## config.mk

```make
export PLATFORM = sky130hd
export DESIGN_NAME = fpga_config_loader_flat
export DESIGN_NICKNAME = d
export VERILOG_FILES = /design/src/rtl/fpga_config_loader_if.sv /design/src/rtl/fpga_config_loader.sv /design/src/flat_wrapper.sv
export SDC_FILE = /design/constraint.sdc
export NUM_CORES = 1
export LEC_CHECK = 0
export BUFFER_PORTS_ARGS = -buffer_cell sky130_fd_sc_hd__buf_2
export CAP_MARGIN = 20
export CORE_MARGIN = 3
export CORE_UTILIZATION = 30
export CTS_CLUSTER_SIZE = 24
export DETAILED_ROUTE_END_ITERATION = 10
export GPL_TIMING_DRIVEN = 1
export SYNTH_ARGS = -nofsm -noshare
export SYNTH_HDL_FRONTEND = slang
export SYNTH_SLANG_ARGS = --single-unit
```

## constraint.sdc

```tcl
create_clock -name clk -period 2.1 [get_ports clk]
set_input_delay 0.105 -clock clk [delete_from_list [all_inputs] [get_ports clk]]
set_output_delay 0.105 -clock clk [all_outputs]
set_load 0.05 [all_outputs]
```

## src/rtl/fpga_config_loader_if.sv

```systemverilog
// Host bitstream word stream feeding the configuration loader.
interface fpga_config_loader_if #(
    parameter int WORD_W = 32
);
    logic [WORD_W-1:0] in_data;
    logic              in_valid;
    logic              in_ready;

    modport master (
        output in_data,
        output in_valid,
        input  in_ready
    );

    modport slave (
        input  in_data,
        input  in_valid,
        output in_ready
    );
endinterface

```

## src/rtl/fpga_config_loader.sv

```systemverilog
// Serialises host words into the fabric config chain, reads back
// the returned bits, then settles and pulses the latch.
module fpga_config_loader #(
    parameter int WORD_W    = 32,
    parameter int CHAIN_LEN = 4096,
    parameter int CNT_W     = 16
) (
    input  logic                clk,
    input  logic                rst,
    input  logic                start,
    input  logic                abort,
    fpga_config_loader_if.slave host,
    output logic                cfg_cen,
    output logic                cfg_shift,
    output logic                cfg_set,
    input  logic                cfg_shift_ret,
    output logic [WORD_W-1:0]   rb_data,
    output logic                rb_valid,
    output logic                busy,
    output logic                done
);

    localparam int IDX_W = $clog2(WORD_W + 1);

    typedef enum logic [2:0] {
        S_IDLE,
        S_LOAD,
        S_SHIFT,
        S_SETTLE,
        S_SET,
        S_DONE
    } state_e;

    state_e state_q, state_d;

    logic [WORD_W-1:0] sreg_q, sreg_d;
    logic [WORD_W-1:0] rb_sreg_q, rb_sreg_d;
    logic [CNT_W-1:0]  bit_cnt_q, bit_cnt_d;
    logic [IDX_W-1:0]  word_idx_q, word_idx_d;

    logic [WORD_W-1:0] rb_data_q, rb_data_d;
    logic              rb_valid_q, rb_valid_d;
    logic              in_ready_q, in_ready_d;
    logic              cfg_cen_q, cfg_cen_d;
    logic              cfg_shift_q, cfg_shift_d;
    logic              cfg_set_q, cfg_set_d;
    logic              busy_q, busy_d;
    logic              done_q, done_d;

    always_ff @(posedge clk) begin
        if (!rst) begin
            state_q     <= S_IDLE;
            sreg_q      <= '0;
            rb_sreg_q   <= '0;
            bit_cnt_q   <= '0;
            word_idx_q  <= '0;
            rb_data_q   <= '0;
            rb_valid_q  <= 1'b0;
            in_ready_q  <= 1'b0;
            cfg_cen_q   <= 1'b0;
            cfg_shift_q <= 1'b0;
            cfg_set_q   <= 1'b0;
            busy_q      <= 1'b0;
            done_q      <= 1'b0;
        end else begin
            state_q     <= state_d;
            sreg_q      <= sreg_d;
            rb_sreg_q   <= rb_sreg_d;
            bit_cnt_q   <= bit_cnt_d;
            word_idx_q  <= word_idx_d;
            rb_data_q   <= rb_data_d;
            rb_valid_q  <= rb_valid_d;
            in_ready_q  <= in_ready_d;
            cfg_cen_q   <= cfg_cen_d;
            cfg_shift_q <= cfg_shift_d;
            cfg_set_q   <= cfg_set_d;
            busy_q      <= busy_d;
            done_q      <= done_d;
        end
    end

    // Outputs are registered from the next state, so they line up
    // with the state they describe rather than lagging it a cycle.
    always_comb begin
        state_d     = state_q;
        sreg_d      = sreg_q;
        rb_sreg_d   = rb_sreg_q;
        bit_cnt_d   = bit_cnt_q;
        word_idx_d  = word_idx_q;
        rb_data_d   = rb_data_q;
        rb_valid_d  = 1'b0;
        cfg_shift_d = 1'b0;

        if (abort) begin
            state_d = S_IDLE;
        end else begin
            unique case (state_q)
                S_IDLE: begin
                    if (start) begin
                        bit_cnt_d = '0;
                        state_d   = S_LOAD;
                    end
                end
                S_LOAD: begin
                    if (host.in_valid && in_ready_q) begin
                        sreg_d      = host.in_data;
                        word_idx_d  = '0;
                        rb_sreg_d   = '0;
                        cfg_shift_d = host.in_data[0];
                        state_d     = S_SHIFT;
                    end
                end
                S_SHIFT: begin
                    sreg_d     = sreg_q >> 1;
                    bit_cnt_d  = bit_cnt_q + CNT_W'(1);
                    word_idx_d = word_idx_q + IDX_W'(1);
                    rb_sreg_d  = rb_sreg_q >> 1;
                    rb_sreg_d[WORD_W-1] = cfg_shift_ret;
                    if (bit_cnt_d == CNT_W'(CHAIN_LEN)) begin
                        rb_data_d  = rb_sreg_d;
                        rb_valid_d = 1'b1;
                        state_d    = S_SETTLE;
                    end else if (word_idx_d == IDX_W'(WORD_W)) begin
                        rb_data_d  = rb_sreg_d;
                        rb_valid_d = 1'b1;
                        state_d    = S_LOAD;
                    end else begin
                        cfg_shift_d = sreg_d[0];
                    end
                end
                S_SETTLE: state_d = S_SET;
                S_SET:    state_d = S_DONE;
                S_DONE:   state_d = S_IDLE;
                default:  state_d = S_IDLE;
            endcase
        end

        in_ready_d = (state_d == S_LOAD);
        cfg_cen_d  = (state_d == S_SHIFT);
        cfg_set_d  = (state_d == S_SET);
        done_d     = (state_d == S_DONE);
        busy_d     = (state_d != S_IDLE);
    end

    assign host.in_ready = in_ready_q;
    assign cfg_cen       = cfg_cen_q;
    assign cfg_shift     = cfg_shift_q;
    assign cfg_set       = cfg_set_q;
    assign rb_data       = rb_data_q;
    assign rb_valid      = rb_valid_q;
    assign busy          = busy_q;
    assign done          = done_q;

endmodule

```

## src/flat_wrapper.sv

```systemverilog
// flat-port wrapper written by rule: the top's interface ports become plain ports
module fpga_config_loader_flat 
#(
    parameter int WORD_W    = 32,
    parameter int CHAIN_LEN = 4096,
    parameter int CNT_W     = 16
)
  (clk, rst, start, abort, cfg_cen, cfg_shift, cfg_set, cfg_shift_ret, rb_data, rb_valid, busy, done, host_in_data, host_in_valid, host_in_ready);
  fpga_config_loader_if #(.WORD_W(WORD_W)) host_i ();
  input  logic clk;
  input  logic rst;
  input  logic start;
  input  logic abort;
  output logic cfg_cen;
  output logic cfg_shift;
  output logic cfg_set;
  input  logic cfg_shift_ret;
  output logic [WORD_W-1:0] rb_data;
  output logic rb_valid;
  output logic busy;
  output logic done;
  input wire logic [$bits(host_i.in_data)-1:0] host_in_data;
  input wire logic [$bits(host_i.in_valid)-1:0] host_in_valid;
  output wire logic [$bits(host_i.in_ready)-1:0] host_in_ready;
  assign host_i.in_data = host_in_data;
  assign host_i.in_valid = host_in_valid;
  assign host_in_ready = host_i.in_ready;
  fpga_config_loader #(.WORD_W(WORD_W), .CHAIN_LEN(CHAIN_LEN), .CNT_W(CNT_W)) u_core (.clk(clk), .rst(rst), .start(start), .abort(abort), .host(host_i), .cfg_cen(cfg_cen), .cfg_shift(cfg_shift), .cfg_set(cfg_set), .cfg_shift_ret(cfg_shift_ret), .rb_data(rb_data), .rb_valid(rb_valid), .busy(busy), .done(done));
endmodule
```

* Word level (Yosys, flattened, before mapping)
Index checks and enable logic that the tools add are counted.
** Operators by class
- $add $sub $neg :: 2
- Multiply operators :: 0
- Div/mod/pow operators :: 0
- $lt $le $gt $ge :: 0
- Equal/unequal tests :: 12
- Shift-type cells :: 0
- Multiplexer cells :: 22
- Bitwise logic cells :: 3
- Reductions and logical operators :: 11
** Operator list (count)
- 32-bit two-way mux :: 4
- 32-bit one-hot mux with 2 select lines :: 2
- 16-bit one-hot mux with 2 select lines :: 1
- 16-bit by 1-bit adder with 16-bit output, second input constant :: 1
- 16-bit by 13-bit equality test with 1-bit output, second input constant :: 1
- 16-bit two-way mux :: 1
- 3-bit two-way mux :: 5
- 3-bit one-hot mux with 5 select lines :: 1
- 6-bit one-hot mux with 2 select lines :: 1
- 3-bit by 2-bit equality test with 1-bit output, second input constant :: 3
- 3-bit equality test, second input constant :: 3
- 3-bit AND reduction :: 3
- 6-bit by 1-bit adder with 6-bit output, second input constant :: 1
- 3-bit by 1-bit equality test with 1-bit output, second input constant :: 2
- 6-bit equality test, second input constant :: 1
- 6-bit two-way mux :: 1
- 2-bit nonzero test :: 3
- 1-bit two-way mux :: 5
- 3-bit logical NOT :: 1
- 1-bit NOT :: 3
- 3-bit nonzero test :: 1
- 3-bit OR reduction :: 1
- 2-bit by 1-bit inequality test with 1-bit output, second input constant :: 1
- 2-bit inequality test, second input constant :: 1
- other kinds (3) :: 3
** Word-level totals
- Flip-flop bits (word level) :: 128
- Bits in latches :: 0
- Bits in writable memories :: 0
- Memory bits (read-only) :: 0
- Input port bits :: 38
- Output and inout port bits :: 39
- Logic and storage cells :: 63
- Memories :: 0

* Longest topological paths before layout
- Depth after elaboration :: 7
- Depth in mapped cells :: 9
- Gate-level depth less buffers :: 7

* Least setup slack after synthesis
OpenSTA, ideal clock, no wires.
- Path type :: reg-to-reg
- From :: register u_core.bit_cnt_q[0]
- To :: register u_core.rb_data_q[10] (netlist: u_core.rb_data[10])
- Setup time :: 0.072 ns
- Arrival :: 2.239 ns
- Required time :: 2.028 ns
- Setup slack :: -0.211 ns
- Cell stages (with the launch flop) :: 9
- Path buffers :: 1
- Clock period less this slack :: 2.311 ns
- Path through :: dfxtp_1 ha_1 nand4_1 or4_1 a21oi_2 o32ai_4 nor3_4 buf_6 mux2i_1
** On the way
- Word-level cells in the longest chain between the ends :: 4
- Elaborated cells between the ends (all ways) :: 5
- Classes of those cells :: add/sub (1); eq/ne (1); mux (1); reduce/logical (2)
** Ends and longest elaborated chain
- start, declared :: RTL line fpga_config_loader.sv:38 : logic [CNT_W-1:0] bit_cnt_q, bit_cnt_d;
- start signal, assigned :: RTL line fpga_config_loader.sv:69 : bit_cnt_q <= bit_cnt_d;
- 16-bit by 1-bit adder with 16-bit output (*) :: RTL line fpga_config_loader.sv:115 : bit_cnt_d = bit_cnt_q + CNT_W'(1);
- 16-bit by 13-bit equality test with 1-bit output (*) :: RTL line fpga_config_loader.sv:119 : if (bit_cnt_d == CNT_W'(CHAIN_LEN)) begin
- 2-bit nonzero test (no source line)
- 3-bit AND reduction (no source line)
- end signal, assigned :: RTL line fpga_config_loader.sv:71 : rb_data_q <= rb_data_d;
- end, declared :: RTL line fpga_config_loader.sv:41 : logic [WORD_W-1:0] rb_data_q, rb_data_d;
Mark *: on every way between the ends. The rest lies on a longest branch, timed or not.
A chain may end at the register's enable or synchronous reset.

* Worst setup path after layout
- From :: register u_core.bit_cnt_q[0]
- To :: register u_core.rb_data_q[27] (netlist: u_core.rb_data[27])
Same word-level chain as after synthesis.

==> impl_metrics.json <==
{
  "htreeDepth": 4,
  "grt_max_degree": 74,
  "ioPinCount": 77,
  "grt_pass1_wl_microns": 25000,
  "grtUsageTotal_pct": 15.1,
  "start_kind": "register",
  "ys_warn_count": 0,
  "synth_area_leaders": "dfxtp_1, nand2_1, mux2i_1, a311oi_1, a21boi_0",
  "path_cells": "buf_6 > a2111oi_4 > a21oi_2 > nor4_4 > a21oi_2 > nor3_4 > buf_6 > buf_12 > mux2i_1",
  "rr_worst_depth": 9,
  "dp.cells": 990,
  "total_power_mw": 5.61,
  "crit_buf_inv": 3,
  "hold_path.class": "in -> reg",
  "syn2layout_area_growth_pct": 39.0,
  "path_depth": 9,
  "cts_buffers": 17,
  "min_period_over_period_pct": 107,
  "crit_fanout": 5,
  "initial_core_util_pct": 31.0,
  "die-area_sq_mm": 0.0205,
  "routed_wl_microns": 15400,
  "hold_viol": 0,
  "fin_crit_ns": 2.24,
  "worst_pin_slew_ns": 0.639,
  "final_util_pct": 43.1,
  "gp_congestion": 0.798,
  "numPortBuffers": 76,
  "preCtsSetupSlack_ns": -0.208,
  "cp_top_family": "compound AO/OA/AOI/OAI gates",
  "viasPerCell": 4.92,
  "rsz0062_at_grt": "true",
  "crit_slowest_cell": "dfxtp_4",
  "ant_nets": 0,
  "violations": "negative setup slack",
  "cts-root-buf": "clkbuf_16",
  "die_h_microns": 143,
  "fin_hold_ws_ns": 0.0978,
  "maxCapViolCount": 0,
  "wire_per_inst_microns": 14.4,
  "worstPathRequired_ns": 2.43,
  "rows": 49,
  "cellPowerDensity_mw_per_mm2": 715,
  "arrival_ns": 2.57,
  "final_cell_mix": "nand2_1, dfxtp_1, buf_2, buf_4, nor2_1",
  "clk_latency_ns": 0.42,
  "first_pass_iters": 5,
  "slew_headroom_pct": 57.4,
  "grt_antenna_before_repair": 0,
  "setup_viol": 37,
  "vdd_drop_max_mv": 0.578,
  "cp-end-kind": "register",
  "stdcell_area_sq_mm": 0.00785,
  "final_common_cell": "nand2_1",
  "leakage_nw": 3.01,
  "grt_pass1_vias": 4972,
  "diodes": 0,
  "worstSetupPathType": "reg -> reg",
  "synth_edf_count": 0,
  "final.setup_skew_ns": 0.00861,
  "fmax_mhz": 447,
  "synthFlopType": "dfxtp_1",
  "hold_depth": 3,
  "yosys.area.top_type": "dfxtp_1",
  "fin_setup_tns_ns": -4.02,
  "synth_cell_types": 52,
  "cts_tree": "done",
  "cts.path.max_buffers": 2,
  "clk_pin_slew_worst_paths_ns": 0.06,
  "drive_gt1_share_pct": 26.3,
  "final_cells": 1070,
  "syn_area_per_cell_sq_um": 8.25,
  "synthCells": 684,
  "drt_iter0_drc": 373,
  "place_area_sq_mm": 0.00662,
  "fin_nets": 868,
  "synth_top_area_share_pct": 44.7,
  "drc_errors": 0,
  "synth-seq-area-share_pct": 44.7,
  "max_stage_delay_ns": 0.37,
  "synthesis.area_sq_mm": 0.00565,
  "place_hpwl_microns": 9290,
  "async_flop_share_pct": 0,
  "grt.overflow.total": 0,
  "clkSinkCount": 126,
  "vias": 5266,
  "synth_seq_cells": 126,
  "outcome": "finished with violations",
  "coreArea_sq_mm": 0.0182,
  "drv_slew": 0,
  "syn_nets": 724,
  "fin_ws_ns": -0.138,
  "die_w_microns": 143
}
## registers in the layout, summed over array words and instances (netlist names)
name and cells:
u_core.rb_sreg_q 31, u_core.cfg_shift 1, u_core.bit_cnt_q 16, u_core.cfg_set 1
u_core.cfg_cen 1, u_core.done 1, u_core.busy 1, u_core.rb_data 32
u_core.host.in_ready 1, u_core.state_q 3, u_core.sreg_q 31, u_core.word_idx_q 6
u_core.rb_valid 1
## layer usage
| metal | vias up | part of all wire (%) | global-route usage, % |
|---|---|---|---|
| met5 | - | 0 | 0 |
| met4 | 0 | 1.2 | 5.15 |
| met3 | 15 | 3.6 | 3.42 |
| met2 | 92 | 46 | 23.7 |
| met1 | 2477 | 49 | 20.6 |
| li1 | 2682 | - | - |
## power by group
group	internal [mW]	switching, mW
clock network	1.86	1.14
registers	2.40	0.00512
logic	0.102	0.112
total	4.36	1.26
## area by class of cell
cell class	count	area (sq um)
inverter	4	15.0
clock buffer	22	474
multi-input combinational	494	2980
tap	229	287
clock inverter	10	129
timing repair buffer	185	1420
sequential	126	2540
fill	1765	10400
## path summary, 6_finish.rpt
check                                         start              endpoint  slack [ns]
worst max-delay path            u_core.bit_cnt_q[0]    u_core.rb_data[27]       -0.14
worst min-delay path                            rst  u_core.rb_sreg_q[26]         0.1
worst max register to register  u_core.bit_cnt_q[0]    u_core.rb_data[27]       -0.14
worst min register to register    u_core.rb_data[6]     u_core.rb_data[6]        0.45
## synth_stat cells, types with 4 or more instances
| cell type | instances |
|---|---|
| a21oi_1 | 10 |
| buf_1 | 4 |
| and2_1 | 6 |
| a21boi_0 | 34 |
| buf_2 | 6 |
| o211ai_1 | 7 |
| nor2_1 | 51 |
| o21ai_0 | 18 |
| inv_1 | 4 |
| dfxtp_1 | 126 |
| nor3_1 | 6 |
| xnor2_1 | 4 |
| o211a_1 | 5 |
| a31oi_1 | 8 |
| nand4_1 | 6 |
| buf_6 | 4 |
| nand2_1 | 179 |
| nand3_1 | 38 |
| nor4_1 | 6 |
| and3_1 | 6 |
| a311oi_1 | 30 |
| mux2i_1 | 34 |
| clkbuf_1 | 46 |
| nor2b_1 | 4 |
## worst reg2reg max path, stage by stage, from the launching register on
cell and delay (ns):
dfxtp_4 0.37, buf_6 0.13, a2111oi_4 0.35, a21oi_2 0.08, nor4_4 0.30, a21oi_2 0.14, nor3_4 0.26, buf_6 0.19
buf_12 0.14, mux2i_1 0.21
## cell families (layout without fill, tap and decap cells)
kind of cell / Yosys count / after routing / share of synthesized area (%)
muxes: 34 / 34 / 6.03
adders and majority gates: 2 / 2 / 0.443
AOI/OAI and AO/OA: 129 / 129 / 17.5
buffers and inverters: 64 / 221 / 4.92
xor gates and xnor gates: 4 / 4 / 0.621
DFF: 126 / 126 / 44.7
and+or+nand+nor: 325 / 325 / 25.8
## what timing repair did
item                                   CTS  global route
pin swaps                                6            14
setup endpoints to repair               37            40
resized for setup                       13            14
setup buffers                            9             4
hold buffers                            33             0
endpoints found under the hold margin   34             0
cloned                                   4             0
No activity file was read; power rests on OpenSTA's default activity.
